[config.mk]
export PLATFORM = sky130hd
export DESIGN_NAME = spmp_csr_file
export DESIGN_NICKNAME = d
export VERILOG_FILES = /design/src/rtl/spmp_csr_file.sv
export SDC_FILE = /design/constraint.sdc
export NUM_CORES = 2
export LEC_CHECK = 0
export ABC_AREA = 1
export CAP_MARGIN = 40
export CORE_AREA = 2 2 464 466
export CTS_CLUSTER_SIZE = 12
export DETAILED_ROUTE_END_ITERATION = 16
export DIE_AREA = 0 0 466 468
export PLACE_DENSITY = 0.51
export SYNTH_ARGS = -nofsm -noshare
export SYNTH_HDL_FRONTEND = slang
export SYNTH_SLANG_ARGS = --single-unit
export TNS_END_PERCENT = 50
[constraint.sdc]
create_clock -name clk_i -period 2.74 [get_ports clk_i]
set_input_delay 0.548 -clock clk_i [delete_from_list [all_inputs] [get_ports clk_i]]
set_output_delay 0.548 -clock clk_i [all_outputs]
set_load 0.02 [all_outputs]
[src/rtl/spmp_csr_file.sv]
// SPMP architectural CSR state: spmpcfg, spmpaddr and spmpswitch.
// Accepts CSR read/write requests, applies WARL legalisation, exposes the
// packed register state to the permission checkers and provides a
// sequential bulk-clear engine plus an update pulse for cache flushing.
module spmp_csr_file #(
   parameter int NrEntries = 16,
   parameter int PLEN      = 56,
   parameter int XLEN      = 64,
   parameter int G         = 0
) (
   input  logic                        clk_i,
   input  logic                        rst_i,
   input  logic                        req_valid_i,
   output logic                        req_ready_o,
   input  logic                        req_we_i,
   input  logic [11:0]                 req_addr_i,
   input  logic [XLEN-1:0]             req_wdata_i,
   output logic                        rsp_valid_o,
   output logic [XLEN-1:0]             rsp_rdata_o,
   output logic                        rsp_err_o,
   input  logic                        clear_i,
   output logic                        busy_o,
   output logic                        update_o,
   output logic [NrEntries*8-1:0]      spmpcfg_o,
   output logic [NrEntries*(PLEN-2)-1:0] spmpaddr_o,
   output logic [63:0]                 spmpswitch_o
);

   localparam int AW = PLEN - 2;
   localparam logic [11:0] ADDR_END = 12'(12'h1B0 + NrEntries);
   localparam logic [3:0]  CFG_REGS = 4'((NrEntries + 7) / 8);
   localparam logic [63:0] SW_MASK  = (NrEntries >= 64) ? '1 : ((64'd1 << NrEntries) - 64'd1);
   localparam logic [6:0]  LAST_IDX = 7'(NrEntries - 1);

   typedef enum logic [1:0] {IDLE, RESP, CLEAR} state_t;

   state_t                  state, state_next;
   logic [NrEntries*8-1:0]  cfg_q, cfg_post;
   logic [NrEntries*AW-1:0] addr_q, addr_post;
   logic [63:0]             sw_q, sw_post;
   logic [6:0]              clr_idx;
   logic                    clr_last;
   logic                    update_q;
   logic [XLEN-1:0]         rdata_q, rd_val;
   logic                    err_q;
   logic [3:0]              cfg_n;
   logic [11:0]             addr_off;
   logic                    sw_hit, cfg_hit, addr_hit, legal, accept;

   // WARL legalisation of one cfg byte: reserved bits cleared, NA4 kept out when G>=1
   function automatic logic [7:0] legal_cfg(input logic [7:0] wval, input logic [7:0] old);
      logic [1:0] a;
      a = wval[4:3];
      if (G >= 1 && a == 2'b10) a = old[4:3];
      return {wval[7], 2'b00, a, wval[2:0]};
   endfunction

   // Read-time view of an spmpaddr value; the stored bits are never altered
   function automatic logic [AW-1:0] mask_addr(input logic [AW-1:0] v, input logic [1:0] a);
      logic [AW-1:0] r;
      r = v;
      for (int b = 0; b < AW; b++) begin
         if (G >= 2 && a == 2'b11 && b <= G - 2) r[b] = 1'b1;
         else if (G >= 1 && !a[1] && b < G) r[b] = 1'b0;
      end
      return r;
   endfunction

   assign cfg_n    = req_addr_i[3:0];
   assign addr_off = req_addr_i - 12'h1B0;
   assign sw_hit   = (req_addr_i == 12'h170);
   assign cfg_hit  = (req_addr_i[11:4] == 8'h1A) && !cfg_n[0] && ({1'b0, cfg_n[3:1]} < CFG_REGS);
   assign addr_hit = (req_addr_i >= 12'h1B0) && (req_addr_i < ADDR_END);
   assign legal    = sw_hit | cfg_hit | addr_hit;
   assign clr_last = (clr_idx == LAST_IDX);
   assign accept   = req_ready_o && req_valid_i;

   // Post-write register images; equal to current state unless this is a hitting write
   always_comb begin
      cfg_post  = cfg_q;
      addr_post = addr_q;
      sw_post   = sw_q;
      for (int e = 0; e < NrEntries; e++) begin
         if (req_we_i && cfg_hit && 3'(e / 8) == cfg_n[3:1])
            cfg_post[8*e +: 8] = legal_cfg(req_wdata_i[8*(e%8) +: 8], cfg_q[8*e +: 8]);
         if (req_we_i && addr_hit && addr_off == 12'(e))
            addr_post[AW*e +: AW] = req_wdata_i[AW-1:0];
      end
      if (req_we_i && sw_hit) sw_post = req_wdata_i[63:0] & SW_MASK;
   end

   // Response data: the post-write (or current) value as software reads it
   always_comb begin
      rd_val = '0;
      if (sw_hit) rd_val[63:0] = sw_post;
      for (int e = 0; e < NrEntries; e++) begin
         if (cfg_hit && 3'(e / 8) == cfg_n[3:1])
            rd_val[8*(e%8) +: 8] = cfg_post[8*e +: 8];
         if (addr_hit && addr_off == 12'(e))
            rd_val[AW-1:0] = mask_addr(addr_post[AW*e +: AW], cfg_post[8*e+3 +: 2]);
      end
   end

   // FSM next state and handshake outputs; a clear request wins over a CSR request
   always_comb begin
      state_next  = state;
      req_ready_o = 1'b0;
      rsp_valid_o = 1'b0;
      busy_o      = 1'b0;
      case (state)
         IDLE: begin
            req_ready_o = !clear_i;
            if (clear_i)          state_next = CLEAR;
            else if (req_valid_i) state_next = RESP;
         end
         RESP: begin
            rsp_valid_o = 1'b1;
            state_next  = IDLE;
         end
         CLEAR: begin
            busy_o = 1'b1;
            if (clr_last) state_next = IDLE;
         end
         default: state_next = IDLE;
      endcase
   end

   // Control state: FSM register, clear index, update pulse and response registers
   always_ff @(posedge clk_i) begin
      if (rst_i) begin
         state    <= IDLE;
         clr_idx  <= '0;
         update_q <= 1'b0;
         rdata_q  <= '0;
         err_q    <= 1'b0;
      end else begin
         state    <= state_next;
         clr_idx  <= (state == CLEAR) ? clr_idx + 7'd1 : 7'd0;
         update_q <= (accept && req_we_i && legal) || (state == CLEAR && clr_last);
         if (accept) begin
            rdata_q <= rd_val;
            err_q   <= !legal;
         end
      end
   end

   // Register state: bulk clear walks one entry per cycle, otherwise commit accepted writes
   always_ff @(posedge clk_i) begin
      if (rst_i) begin
         cfg_q  <= '0;
         addr_q <= '0;
         sw_q   <= '0;
      end else if (state == CLEAR) begin
         for (int e = 0; e < NrEntries; e++) begin
            if (clr_idx == 7'(e)) begin
               cfg_q[8*e +: 8] <= 8'h00;
               sw_q[e]         <= 1'b0;
            end
         end
      end else if (accept && req_we_i) begin
         cfg_q  <= cfg_post;
         addr_q <= addr_post;
         sw_q   <= sw_post;
      end
   end

   assign rsp_rdata_o  = rdata_q;
   assign rsp_err_o    = err_q;
   assign update_o     = update_q;
   assign spmpcfg_o    = cfg_q;
   assign spmpaddr_o   = addr_q;
   assign spmpswitch_o = sw_q;

endmodule

==> results by group <==
Floorplan
  • Num rows: 170
  • Initial Util: 0.274
  • Die width: 466 µm
  • Core Box Area: 213000 µm²
  • Height of the die: 468 µm
  • Ports: 1206
  • Total die area: 218000 µm²

Min path
  • Worst Hold Class: input pin to register
  • Worst hold path startpoint: req_wdata_i[17]

Clock network
  • H-tree Lvls: 4
  • Num Clock Sinks: 1131
  • Clk Tree Root Cell: clkbuf_16
  • Clock slew seen by the registers of the worst setup and hold paths: 60 ps
  • Num CTS Buffers: 148
  • CTS max path bufs: 3
  • Worst-Skew Late Latency: 850 ps
  • TritonCTS clock tree: yes

Routing
  • DRC viols: 0
  • WL/cell: 33.6 µm
  • Final ANT Viol Nets: 0
  • Vias/cell: 5.40
  • DR iter-0 viols: 9576
  • Pre-antenna DRT Iters: 6
  • Vias: 77000
  • Total Routed Length: 479000 µm

Status
  • Failing checks: negative setup slack
  • Status: finished with violations

Synthesis
  • Top-area cell type share of the netlist area: 0.387
  • Synthesis Warnings: 0
  • Sequential share of the synthesized area: 0.387
  • Avg Inst Size Synth: 6.84 µm²
  • Syn nets: 8633
  • Library cells used by synthesis: 42
  • Post-Synthesis Cells: 8548
  • Yosys reg bits: 1131
  • Area leader, netlist: dfxtp_1
  • Post-Syn Area: 58400 µm²
  • Top post-synthesis cells by area: dfxtp_1 (39%), o21ai_0 (11%), nand2_1 (11%), a21oi_1 (7.3%), inv_1 (5.6%)

Power
  • Tot Pwr: 45.9 mW
  • Pleak: 41.6 nW
  • Power per cell area: 472 nW/µm²
  • Worst VDD drop: 0.000702 V

Final layout
  • Area grow syn2layout: 66.4%
  • Commonest non-fill, non-tap cell in the layout: buf_4
  • FF+latch area: 22600 µm²
  • Area occupied by multi-input gates: 32000 µm²
  • Nets: 11400
  • FILL cells: 21700
  • Most frequent cells in the layout: buf_4 (1716), nand2_1 (1558), o21ai_0 (1260)
  • Final Core Density: 0.456
  • Share of layout cells above drive strength 1: 0.260

Timing
  • Worst Max-Slew Pin Slew: 1060 ps
  • Period minus WS final: 3640 ps
  • Fmax: 275 MHz
  • RSZ-0062 raised after global routing: true
  • Fin crit share: 1.33
  • Final setup viols: 57
  • Max_slew headroom: 0.293
  • Fin Clk Skew: 30.3 ps
  • Worst setup margin: -898 ps
  • Final hold viol count: 0
  • Pins Over Slew Limit: 0

Global routing
  • Grt ovf: 0
  • Initial antenna violation count: 66
  • GRT Util Overall: 0.421
  • Largest net degree at the start of global routing: 119
  • Vias in the first global route: 70500
  • First-pass GRT wire length: 625000 µm

Run
  • Max-Cap Viols: 0

Placed design
  • Hpwl dp: 382000 µm
  • Port bufs: 1202
  • Gpl congestion: 1.06

Critical path
  • Crit end category: register
  • Max FO, Critical Path: 4
  • Worst setup path startpoint: req_addr_i[7]
  • Arrival @ worst endpoint: 4330 ps
  • WS Path Type: input pin to register
  • Critical R2R Launch: spmpaddr_o[35]$_SDFFE_PP0P_
  • CP Data Required Time: 3430 ps
  • CP Launch Type: input pin
## cell usage after synthesis (all sizes together)
cell	instances
a211oi	36
a21oi	864
a31oi	12
buf	113
clkbuf	574
clkinv	14
dfxtp	1131
ha	4
inv	887
mux2	6
mux2i	280
nand2	1690
nand3	205
nand3b	4
nand4	219
nor2	525
nor3	50
nor4	6
o211ai	122
o21ai	1401
o21bai	230
o311ai	2
or2	172
xnor2	1
## area by class of cell
class,count,area share
clock inverters,35,0.00373
clock buffers,236,0.0462
inverters,901,0.0354
diodes,30,0.000772
well taps,2838,0.0365
flip-flops and latches,1131,0.233
multi-input cells,5829,0.329
repair buffers,3258,0.316
## metal layers
metal	GRT usage	vias to the layer above	routed length (µm)
li1	-	33900	-
met1	0.523	37500	187000
met2	0.628	4613	201000
met3	0.106	994	48500
met4	0.310	8	42700
met5	0	-	55
## final timing paths
kind / slack [ps] / endpoint / depth (start not counted)
hold reg to reg: 450 / spmpcfg_o[125]$_SDFFE_PP0P_ / 2
setup reg to reg: -510 / rsp_rdata_o[35]$_SDFFE_PP0P_ / 14
setup / recovery: -900 / rsp_rdata_o[32]$_SDFFE_PP0P_ / 24
hold / removal: 80 / spmpaddr_o[17]$_SDFFE_PP0P_ / 3
## stage by stage
stage,setup TNS [ps],hold WS [ps],cell area [µm²],setup WS [ps],instances
after global routing,-31480,116,97200,-891,14200
after detailed placement,-847350,447,88100,-3340,13800
final,-29290,83.4,97300,-898,14300
after floorplan,0,456,58400,54.6,8548
after CTS,-23880,38.3,96400,-805,14200
after global placement,-849050,440,88100,-3330,13800
## worst max-delay path, cell delays in order
cell and delay (ps):
buf_8 90, inv_4 30, nor2_4 110, buf_12 150, nand2_8 60, nor2_4 110
buf_8 140, nand3_4 100, buf_6 130, buf_6 120, buf_12 120, o21ai_4 140
o21ai_2 90, nor2_4 240, nand4_1 310, nor2_1 210, buf_4 180, nand4_1 490
nor2_4 350, nand4_1 190, nand2_2 160, nand4_1 90, nand2_1 80, a21oi_2 50
## registers in the layout, summed over array words and instances, names as in the netlist
signal	flops
spmpswitch_o	64
spmpaddr_o	864
clr_idx	7
spmpcfg_o	128
update_o	1
state	2
rsp_rdata_o	64
rsp_err_o	1
## kinds of logic (layout without fill, tap and decap cells)
logic type	Yosys count	count (layout)	share of synthesized area
xor gates and xnor gates	1	1	0.000150
AOI/OAI and AO/OA	2667	2667	0.246
DFF	1131	1131	0.387
adders and majority gates	4	4	0.000857
other	0	30	0
muxes	286	286	0.0491
and+or+nand+nor	2871	2871	0.210
buffers and inverters	1588	4430	0.106
## timing repair
action,4_1_cts,5_1_grt
pin swaps,324,266
cloned,6,0
endpoints found under the hold margin,1,0
setup buffers,118,33
hold buffers,1,0
gates resized for setup,795,164
setup endpoints to repair,330,61
## power by group
group | internal (mW) | switching, mW
logic | 3.10 | 4.80
clock network | 11.4 | 8.75
registers | 17.1 | 0.791
total | 31.6 | 14.3
(Power assumes the default switching activity.)
